### config.mk
export PLATFORM = sky130hd
export DESIGN_NAME = pipeline_tracker_flat
export DESIGN_NICKNAME = d
export VERILOG_FILES = /design/src/rtl/pipeline_tracker_pkg.sv /design/src/rtl/pipeline_tracker_if.sv /design/src/rtl/pipeline_tracker_stage.sv /design/src/rtl/pipeline_tracker.sv /design/src/flat_wrapper.sv
export SDC_FILE = /design/constraint.sdc
export NUM_CORES = 1
export LEC_CHECK = 0
export CAP_MARGIN = 10
export CORE_ASPECT_RATIO = 1.25
export CORE_MARGIN = 2
export CORE_UTILIZATION = 48
export DETAILED_ROUTE_END_ITERATION = 8
export PLACE_DENSITY = 0.75
export SYNTH_ARGS = -nofsm -noshare
export SYNTH_HDL_FRONTEND = slang
export SYNTH_SLANG_ARGS = --single-unit
### constraint.sdc
create_clock -name clk -period 5.1 [get_ports clk]
set_input_delay 0.51 -clock clk [delete_from_list [all_inputs] [get_ports clk]]
set_output_delay 0.51 -clock clk [all_outputs]
set_load 0.02 [all_outputs]
### src/rtl/pipeline_tracker_pkg.sv
// Shared types and helpers for the in-order pipeline register chain.
package pipeline_pkg;

    localparam int unsigned TAG_ZERO = 0;

    typedef enum logic [1:0] {
        ADVANCE,
        HOLD,
        BUBBLE,
        KILL
    } stage_ctl_e;

    function automatic int unsigned sat_idx(input int unsigned idx, input int unsigned stages);
        return (idx >= stages) ? (stages - 1) : idx;
    endfunction

endpackage

### src/rtl/pipeline_tracker_if.sv
// Handshake, control, forwarding and output bundle of pipeline_tracker.
interface pipeline_tracker_if #(
    parameter int unsigned STAGES    = 4,
    parameter int unsigned PAYLOAD_W = 32,
    parameter int unsigned TAG_W     = 5,
    parameter int unsigned NUM_SRC   = 2
);
    localparam int unsigned SIDX_W = $clog2(STAGES);
    localparam int unsigned CNT_W  = $clog2(STAGES + 1);

    logic                          in_valid;
    logic [PAYLOAD_W-1:0]          in_payload;
    logic [TAG_W-1:0]              in_tag;
    logic                          in_wr;
    logic                          in_ready;
    logic                          stall_en;
    logic [SIDX_W-1:0]             stall_stage;
    logic                          flush_en;
    logic [SIDX_W-1:0]             flush_upto;
    logic [NUM_SRC*TAG_W-1:0]      src_tag;
    logic [NUM_SRC-1:0]            fwd_hit;
    logic [NUM_SRC*SIDX_W-1:0]     fwd_sel;
    logic [NUM_SRC*PAYLOAD_W-1:0]  fwd_data;
    logic                          out_valid;
    logic [PAYLOAD_W-1:0]          out_payload;
    logic [TAG_W-1:0]              out_tag;
    logic                          out_wr;
    logic                          out_fire;
    logic [CNT_W-1:0]              occupancy;

    modport master (
        output in_valid, in_payload, in_tag, in_wr,
        output stall_en, stall_stage, flush_en, flush_upto, src_tag,
        input  in_ready, fwd_hit, fwd_sel, fwd_data,
        input  out_valid, out_payload, out_tag, out_wr, out_fire, occupancy
    );

    modport slave (
        input  in_valid, in_payload, in_tag, in_wr,
        input  stall_en, stall_stage, flush_en, flush_upto, src_tag,
        output in_ready, fwd_hit, fwd_sel, fwd_data,
        output out_valid, out_payload, out_tag, out_wr, out_fire, occupancy
    );

endinterface

### src/rtl/pipeline_tracker_stage.sv
// One pipeline stage register driven by a decoded per-stage control.
module pipe_stage_reg
    import pipeline_pkg::*;
#(
    parameter int unsigned PAYLOAD_W = 32,
    parameter int unsigned TAG_W     = 5
) (
    input  logic                 clk,
    input  logic                 reset,
    input  stage_ctl_e           ctl,
    input  logic                 nxt_valid,
    input  logic                 nxt_wr,
    input  logic [TAG_W-1:0]     nxt_tag,
    input  logic [PAYLOAD_W-1:0] nxt_payload,
    output logic                 valid,
    output logic                 wr,
    output logic [TAG_W-1:0]     tag,
    output logic [PAYLOAD_W-1:0] payload
);

    always_ff @(posedge clk) begin
        if (reset) begin
            valid   <= 1'b0;
            wr      <= 1'b0;
            tag     <= '0;
            payload <= '0;
        end else begin
            case (ctl)
                ADVANCE: begin
                    valid   <= nxt_valid;
                    wr      <= nxt_wr;
                    tag     <= nxt_tag;
                    payload <= nxt_payload;
                end
                HOLD: ;
                // bubbles and kills drop only the valid bit; stale fields stay put
                default: valid <= 1'b0;
            endcase
        end
    end

endmodule

### src/rtl/pipeline_tracker.sv
// STAGES-deep in-order register chain with stall/bubble, prefix flush and youngest-first forwarding.
module pipeline_tracker
    import pipeline_pkg::*;
#(
    parameter int unsigned STAGES    = 4,
    parameter int unsigned PAYLOAD_W = 32,
    parameter int unsigned TAG_W     = 5,
    parameter int unsigned NUM_SRC   = 2
) (
    input  logic               clk,
    input  logic               reset,
    pipeline_tracker_if.slave  bus
);

    localparam int unsigned SIDX_W = $clog2(STAGES);
    localparam int unsigned CNT_W  = $clog2(STAGES + 1);

    logic                 valid_q   [STAGES];
    logic                 wr_q      [STAGES];
    logic [TAG_W-1:0]     tag_q     [STAGES];
    logic [PAYLOAD_W-1:0] payload_q [STAGES];

    logic                 nxt_valid   [STAGES];
    logic                 nxt_wr      [STAGES];
    logic [TAG_W-1:0]     nxt_tag     [STAGES];
    logic [PAYLOAD_W-1:0] nxt_payload [STAGES];

    stage_ctl_e           ctl [STAGES];

    logic                 in_ready_c;
    logic                 accept;
    int unsigned          stall_s;
    int unsigned          flush_f;

    assign in_ready_c = !bus.stall_en && !bus.flush_en;
    assign accept     = bus.in_valid && in_ready_c;

    always_comb begin
        stall_s = sat_idx(32'(bus.stall_stage), STAGES);
        flush_f = sat_idx(32'(bus.flush_upto), STAGES);
    end

    // flush wins over hold; the bubble at stall_s+1 is injected even under a flush
    always_comb begin
        for (int unsigned k = 0; k < STAGES; k++) begin
            ctl[k] = ADVANCE;
            if (bus.flush_en && k <= flush_f)
                ctl[k] = KILL;
            else if (bus.stall_en && k <= stall_s)
                ctl[k] = HOLD;
            else if (bus.stall_en && k == stall_s + 1)
                ctl[k] = BUBBLE;
            else if (k == 0 && !accept)
                ctl[k] = BUBBLE;
        end
    end

    for (genvar k = 0; k < STAGES; k++) begin : g_stage
        if (k == 0) begin : g_head
            assign nxt_valid[k]   = accept;
            assign nxt_wr[k]      = bus.in_wr;
            assign nxt_tag[k]     = bus.in_tag;
            assign nxt_payload[k] = bus.in_payload;
        end else begin : g_body
            assign nxt_valid[k]   = valid_q[k-1];
            assign nxt_wr[k]      = wr_q[k-1];
            assign nxt_tag[k]     = tag_q[k-1];
            assign nxt_payload[k] = payload_q[k-1];
        end

        pipe_stage_reg #(
            .PAYLOAD_W (PAYLOAD_W),
            .TAG_W     (TAG_W)
        ) u_reg (
            .clk         (clk),
            .reset       (reset),
            .ctl         (ctl[k]),
            .nxt_valid   (nxt_valid[k]),
            .nxt_wr      (nxt_wr[k]),
            .nxt_tag     (nxt_tag[k]),
            .nxt_payload (nxt_payload[k]),
            .valid       (valid_q[k]),
            .wr          (wr_q[k]),
            .tag         (tag_q[k]),
            .payload     (payload_q[k])
        );
    end

    logic [NUM_SRC-1:0]           hit;
    logic [NUM_SRC*SIDX_W-1:0]    sel;
    logic [NUM_SRC*PAYLOAD_W-1:0] data;

    // ascending scan with a first-match latch gives youngest-stage priority
    always_comb begin
        hit  = '0;
        sel  = '0;
        data = '0;
        for (int unsigned i = 0; i < NUM_SRC; i++) begin
            for (int unsigned k = 0; k < STAGES; k++) begin
                if (!hit[i] && valid_q[k] && wr_q[k] &&
                    tag_q[k] != TAG_W'(TAG_ZERO) &&
                    tag_q[k] == bus.src_tag[i*TAG_W +: TAG_W]) begin
                    hit[i]                       = 1'b1;
                    sel[i*SIDX_W +: SIDX_W]      = SIDX_W'(k);
                    data[i*PAYLOAD_W +: PAYLOAD_W] = payload_q[k];
                end
            end
        end
    end

    logic [CNT_W-1:0] count;

    always_comb begin
        count = '0;
        for (int unsigned k = 0; k < STAGES; k++)
            count = count + CNT_W'(valid_q[k]);
    end

    assign bus.in_ready    = in_ready_c;
    assign bus.fwd_hit     = hit;
    assign bus.fwd_sel     = sel;
    assign bus.fwd_data    = data;
    assign bus.out_valid   = valid_q[STAGES-1];
    assign bus.out_payload = payload_q[STAGES-1];
    assign bus.out_tag     = tag_q[STAGES-1];
    assign bus.out_wr      = wr_q[STAGES-1];
    assign bus.out_fire    = valid_q[STAGES-1] && !(bus.stall_en && stall_s == STAGES - 1);
    assign bus.occupancy   = count;

endmodule

### src/flat_wrapper.sv
// flat-port wrapper written by rule: the top's interface ports become plain ports
module pipeline_tracker_flat import pipeline_pkg::*;
#(
    parameter int unsigned STAGES    = 4,
    parameter int unsigned PAYLOAD_W = 32,
    parameter int unsigned TAG_W     = 5,
    parameter int unsigned NUM_SRC   = 2
)
  (clk, reset, bus_in_valid, bus_in_payload, bus_in_tag, bus_in_wr, bus_stall_en, bus_stall_stage, bus_flush_en, bus_flush_upto, bus_src_tag, bus_in_ready, bus_fwd_hit, bus_fwd_sel, bus_fwd_data, bus_out_valid, bus_out_payload, bus_out_tag, bus_out_wr, bus_out_fire, bus_occupancy);
  pipeline_tracker_if #(.STAGES(STAGES), .PAYLOAD_W(PAYLOAD_W), .TAG_W(TAG_W), .NUM_SRC(NUM_SRC)) bus_i ();
  input  logic clk;
  input  logic reset;
  input wire logic [$bits(bus_i.in_valid)-1:0] bus_in_valid;
  input wire logic [$bits(bus_i.in_payload)-1:0] bus_in_payload;
  input wire logic [$bits(bus_i.in_tag)-1:0] bus_in_tag;
  input wire logic [$bits(bus_i.in_wr)-1:0] bus_in_wr;
  input wire logic [$bits(bus_i.stall_en)-1:0] bus_stall_en;
  input wire logic [$bits(bus_i.stall_stage)-1:0] bus_stall_stage;
  input wire logic [$bits(bus_i.flush_en)-1:0] bus_flush_en;
  input wire logic [$bits(bus_i.flush_upto)-1:0] bus_flush_upto;
  input wire logic [$bits(bus_i.src_tag)-1:0] bus_src_tag;
  output wire logic [$bits(bus_i.in_ready)-1:0] bus_in_ready;
  output wire logic [$bits(bus_i.fwd_hit)-1:0] bus_fwd_hit;
  output wire logic [$bits(bus_i.fwd_sel)-1:0] bus_fwd_sel;
  output wire logic [$bits(bus_i.fwd_data)-1:0] bus_fwd_data;
  output wire logic [$bits(bus_i.out_valid)-1:0] bus_out_valid;
  output wire logic [$bits(bus_i.out_payload)-1:0] bus_out_payload;
  output wire logic [$bits(bus_i.out_tag)-1:0] bus_out_tag;
  output wire logic [$bits(bus_i.out_wr)-1:0] bus_out_wr;
  output wire logic [$bits(bus_i.out_fire)-1:0] bus_out_fire;
  output wire logic [$bits(bus_i.occupancy)-1:0] bus_occupancy;
  assign bus_i.in_valid = bus_in_valid;
  assign bus_i.in_payload = bus_in_payload;
  assign bus_i.in_tag = bus_in_tag;
  assign bus_i.in_wr = bus_in_wr;
  assign bus_i.stall_en = bus_stall_en;
  assign bus_i.stall_stage = bus_stall_stage;
  assign bus_i.flush_en = bus_flush_en;
  assign bus_i.flush_upto = bus_flush_upto;
  assign bus_i.src_tag = bus_src_tag;
  assign bus_in_ready = bus_i.in_ready;
  assign bus_fwd_hit = bus_i.fwd_hit;
  assign bus_fwd_sel = bus_i.fwd_sel;
  assign bus_fwd_data = bus_i.fwd_data;
  assign bus_out_valid = bus_i.out_valid;
  assign bus_out_payload = bus_i.out_payload;
  assign bus_out_tag = bus_i.out_tag;
  assign bus_out_wr = bus_i.out_wr;
  assign bus_out_fire = bus_i.out_fire;
  assign bus_occupancy = bus_i.occupancy;
  pipeline_tracker #(.STAGES(STAGES), .PAYLOAD_W(PAYLOAD_W), .TAG_W(TAG_W), .NUM_SRC(NUM_SRC)) u_core (.clk(clk), .reset(reset), .bus(bus_i));
endmodule
-- Word level (Yosys, flattened, before mapping)
Cells that the tools add are included.
- reductions and logical operators: 62
- mux-type cells: 39
- $lt $le $gt $ge: 8
- add/subtract/negate cells: 4
- equality and inequality tests: 16
- operator list (cell ; number):
    two-way mux 32 bit ; 8
    == test 2 x 32 -> 1 bit (first input constant) ; 2
    logical AND 1 bit ; 44
    == test 5 bit ; 8
    two-way mux 2 bit ; 17
    == test 1 x 32 -> 1 bit (first input constant) ; 1
    logical NOT 32 bit ; 1
    nonzero test 5 bit ; 4
    two-way mux 1 bit ; 10
    logical NOT 1 bit ; 9
    == test 2 x 1 -> 1 bit (second input constant) ; 4
    less-or-equal comparator 1 x 2 -> 1 bit (first input constant) ; 4
    less-or-equal comparator 2 bit (first input constant) ; 4
    logical NOT 2 bit ; 4
    case mux 1 bit (2 select lines) ; 4
    adder 3 x 1 -> 3 bit ; 2
    adder 2 x 1 -> 3 bit (second input constant) ; 1
    adder 1 x 1 -> 2 bit ; 1
    == test 2 bit (second input constant) ; 1
- register bits: 156
- word-level logic and storage cells: 145
- output and inout port bits: 114
- input bits: 57

-- Logic depth before layout (Yosys ltp)
- depth after elaboration: 22
- gate-level depth with buffers: 9
- mapped depth without buffers: 6

-- Cells and area by module
Synthesis repeated with hierarchy kept, for this count alone.
- cell total of the unflattened synthesis: 1156
- area, all modules: 9085.0 um^2
- by module, submodules not included (module ; sequential area each (um^2) ; cells each ; area each (um^2) ; instances):
    pipe_stage_reg ; 780.7 ; 175 ; 1609.0 ; 4
    pipeline_tracker ; 0.0 ; 456 ; 2648.8 ; 1

-- Worst setup path before layout
Ideal clock, no wire load.
- path type: input port to output port
- start: in bus_src_tag[6]
- end: out bus_fwd_data[38]
- buffers on the path: 2
- required time: 4.590 ns
- stages: 7
- arrival time: 2.378 ns
- path slack: 2.212 ns
- path through: clkbuf_1 xor2_1 nor4_2 clkbuf_1 a21o_1 a21oi_1 o21ai_0
- cells in the longest elaborated chain, start to end: 21
- elaborated cells on any way between the ends: 27
- those cells by class: eq/ne (4); mux (7); reduce/logical (16)
- RTL lines (element ; line ; source):
    from (decl) ; flat_wrapper.sv:21 ; input wire logic [$bits(bus_i.src_tag)-1:0] bus_src_tag;
    == test 5 bit ; pipeline_tracker.sv:102 ; tag_q[k] == bus.src_tag[i*TAG_W +: TAG_W]) begin
    logical AND 1 bit ; pipeline_tracker.sv:101 ; tag_q[k] != TAG_W'(TAG_ZERO) &&
    two-way mux 1 bit ; pipeline_tracker.sv:100 ; if (!hit[i] && valid_q[k] && wr_q[k] &&
    logical NOT 1 bit ; pipeline_tracker.sv:100 ;
    logical AND 1 bit (3 in a row) ; pipeline_tracker.sv:100 ;
    logical AND 1 bit ; pipeline_tracker.sv:101 ;
    two-way mux 1 bit ; pipeline_tracker.sv:100 ;
    logical NOT 1 bit ; pipeline_tracker.sv:100 ;
    logical AND 1 bit (3 in a row) ; pipeline_tracker.sv:100 ;
    logical AND 1 bit ; pipeline_tracker.sv:101 ;
    two-way mux 1 bit ; pipeline_tracker.sv:100 ;
    logical NOT 1 bit ; pipeline_tracker.sv:100 ;
    logical AND 1 bit (3 in a row) ; pipeline_tracker.sv:100 ;
    logical AND 1 bit ; pipeline_tracker.sv:101 ;
    two-way mux 32 bit * ; pipeline_tracker.sv:100 ;
    to (decl) ; flat_wrapper.sv:25 ; output wire logic [$bits(bus_i.fwd_data)-1:0] bus_fwd_data;
Every way passes the cells marked *; elsewhere a longest branch is shown, timed or not.

-- Final worst setup path
- start: reg u_core.g_stage[0].u_reg.tag[1]
- end: out bus_fwd_data[9]
- cells in the longest elaborated chain, start to end: 22
- elaborated cells on any way between the ends: 26
- those cells by class: eq/ne (1); mux (7); reduce/logical (18)
- RTL lines (element ; line ; source):
    from (decl) ; pipeline_tracker_stage.sv:17 ; output logic [TAG_W-1:0] tag,
    from (signal assigned) ; pipeline_tracker_stage.sv:32 ; tag <= nxt_tag;
    nonzero test 5 bit ; pipeline_tracker.sv:101 ;
    logical AND 1 bit ; pipeline_tracker.sv:100 ;
    logical AND 1 bit * ; pipeline_tracker.sv:101 ;
    two-way mux 1 bit ; pipeline_tracker.sv:100 ;
    logical NOT 1 bit ; pipeline_tracker.sv:100 ;
    logical AND 1 bit (3 in a row) ; pipeline_tracker.sv:100 ;
    logical AND 1 bit ; pipeline_tracker.sv:101 ;
    two-way mux 1 bit ; pipeline_tracker.sv:100 ;
    logical NOT 1 bit ; pipeline_tracker.sv:100 ;
    logical AND 1 bit (3 in a row) ; pipeline_tracker.sv:100 ;
    logical AND 1 bit ; pipeline_tracker.sv:101 ;
    two-way mux 1 bit ; pipeline_tracker.sv:100 ;
    logical NOT 1 bit ; pipeline_tracker.sv:100 ;
    logical AND 1 bit (3 in a row) ; pipeline_tracker.sv:100 ;
    logical AND 1 bit ; pipeline_tracker.sv:101 ;
    two-way mux 32 bit * ; pipeline_tracker.sv:100 ;
Marks and branches as above.

==> run summary <==
cells after synthesis: 1084
Fill cells: 1393
via count: 8218
actual slew at the worst max-slew pin: 1.30 ns
share of post-route cells with drive strength above 1: 5.68%
Layout Nets: 1262
Reg area: 0.00312 sq mm
initial core utilization: 49.3%
cts repair resizes: 0
Worst-Skew Late Latency: 0.42 ns
PwrDens: 280 mW/mm^2
post-synth top area share: 40.6%
vias in the first global route: 7694
Clock Skews: 0.00449 ns
WS Path Type: reg2out
Critical Path RT: 4.59 ns
Boundary Pins: 171
P&R area growth vs syn: 31.6%
critical path's slowest cell: or4_1
FP Rows: 51
Core Util, Final: 64.8%
maxcap violations: 0
Fin Setup TNS: 0 ns
initial antenna violation count: 0
Cell Area, Placed: 0.00949 sq mm
Min-Delay Path Class: reg2reg
Overflow after GRT: 0
area leader, netlist: dfxtp_1
Yosys cell types: 42
Remaining DRCs: 0
Total GRT Usage: 29.9%
Mapped Area: 0.00770 sq mm
DRT antenna net count: 0
Syn Nets: 1144
Yosys warning total: 0
total power: 2.83 mW
largest net degree at the start of global routing: 107
VDD IR-drop max: 0.214 mV
area occupied by multi-input gates: 0.00428 sq mm
Post-synth EDFFs: 0
gpl congestion: 0.910
register area share after synthesis: 40.6%
status: completed
CTS root buf: clkbuf_16
Placeable Area: 0.0156 sq mm
Antenna Diode Count: 0
CTS Buffer Depth: 2
Slowest Stage Delay on Critical Path: 1.06 ns
Slew headroom: 13.3%
H-tree levels: 4
most frequent cells after synthesis: 377 x nand2_1, 172 x a21oi_1, 156 x dfxtp_1
die area: 0.0171 sq mm
CTS Buf Count: 17
initial DRC count: 785
fin cells: 1427
CP arrival: 3.88 ns
die span in x: 117 um
CTS tree: done
leakage: 3.65 nW
drt wl/cell: 17.8 um
fin crit period: 4.39 ns
Finished Cell Area: 0.0101 sq mm
first-pass GRT wire length: 40.3 mm
Peak Freq: 228 MHz
clock sinks: 156
Cell Chain, Critical Path: or4_1 > o211ai_2 > or4_1 > buf_4 > nor2_1 > o21ai_1 > clkdlybuf4s50_1
Max Slew Vio Count: 0
Die Span Y: 146 um
RSZ-0062 raised after global routing: false
cell count after placement: 1395
Yosys reg bits: 156
Mapped Avg Cell Area: 7.10 sq um
FFs w/ async S/R, synth: 0%
Detailed Place HPWL: 16.0 mm
post-CTS setup buffers: 0
vias per cell: 5.76
CP max FO: 25
clk slew on worst S/H paths: 0.06 ns
period utilisation layout: 86.1%
final setup fails: 0
Reg2Reg Setup Slack: 4.15 ns
CP Launch Type: flip-flop
most frequent CP cell: or4_1
CP Capture Type: output port
routed wire length: 25.4 mm
most common cell in the netlist: nand2_1
final hold vios: 0
hold_buf cts: 0
Synth area leaders: dfxtp_1 41%, nand2_1 18%, a21oi_1 11%
Synth Flop Type: dfxtp_1
drt pass-1 iters: 6
port buffer count: 170
-- final timing paths --
path                                  start                            end  cells after the start
max          u_core.g_stage[0].u_reg.tag[1]                bus_fwd_data[9]                      7
min              u_core.g_stage[2].u_reg.wr     u_core.g_stage[3].u_reg.wr                      2
max reg2reg   u_core.g_stage[2].u_reg.valid  u_core.g_stage[3].u_reg.valid                      3
min reg2reg      u_core.g_stage[2].u_reg.wr     u_core.g_stage[3].u_reg.wr                      2
-- final cells by class --
class	count	area share, %
multi-input cells	841	42.3
flip-flops and latches	156	30.8
repair buffers	186	17.9
clock buffers	17	4.20
well taps	212	2.62
clock inverters	15	2.16
-- through the flow --
step	hold WS (ns)	setup slack, ns
floorplan	0.446	2.21
global placement	0.463	1.05
detailed placement	0.473	1.01
CTS	0.483	0.793
global route	0.504	0.637
finish	0.483	0.709
-- cell usage in the layout, fill, tap and decap left out, types with 2 or more instances in the layout --
cell / n
a21o_1: 21
a21oi_1: 172
a221oi_1: 44
a31oi_1: 2
and2_2: 2
buf_4: 17
bufinv_16: 5
clkbuf_16: 17
clkdlybuf4s50_1: 169
clkinv_2: 4
clkinvlp_4: 3
dfxtp_1: 156
ha_1: 2
inv_6: 2
nand2_1: 375
nand2_2: 2
nand3_1: 5
nor2_1: 69
nor2b_1: 2
nor2b_4: 2
nor3_1: 5
nor4_1: 3
nor4_4: 4
nor4b_4: 2
o211ai_2: 2
o21ai_0: 23
o21ai_1: 40
or2_2: 2
or4_1: 4
xnor2_1: 22
xor2_1: 18
-- flip-flops by register name (all words and copies together) (netlist names) --
name,count
u_core.g_stage.u_reg.wr,4
u_core.g_stage.u_reg.payload,128
u_core.g_stage.u_reg.tag,20
u_core.g_stage.u_reg.valid,4
-- metal layers --
layer	track usage (%)	wire length [um]
met1	39.1	10400
met2	48.6	12200
met3	4.50	2000
met4	12.6	789
met5	0	0
-- power by group --
part | switching, mW | leakage (nW) | internal, mW
Combinational | 0.121 | 2.09 | 0.0692
Sequential | 0.0201 | 1.26 | 1.24
Clock | 0.521 | 0.309 | 0.868
Total | 0.662 | 3.65 | 2.17
-- worst max-delay path, delay by kind of cell, from the launching register on --
kind | cells | cell delay [ns]
AND/OR/NAND/NOR | 3 | 1.68
buffers and inverters | 2 | 0.95
AO/OA/AOI/OAI | 2 | 0.45
flip-flops | 1 | 0.37
-- cell families after synthesis --
family	after synthesis	synth area share (%)
AO/OA/AOI/OAI	313	23.8
XOR/XNOR	40	4.55
adder cells (fa/ha/maj)	3	0.585
buffers and inverters	87	4.74
flip-flops	156	40.6
multiplexers	1	0.130
AND/OR/NAND/NOR	484	25.7
Note: power is estimated with default switching activity, not from simulation.
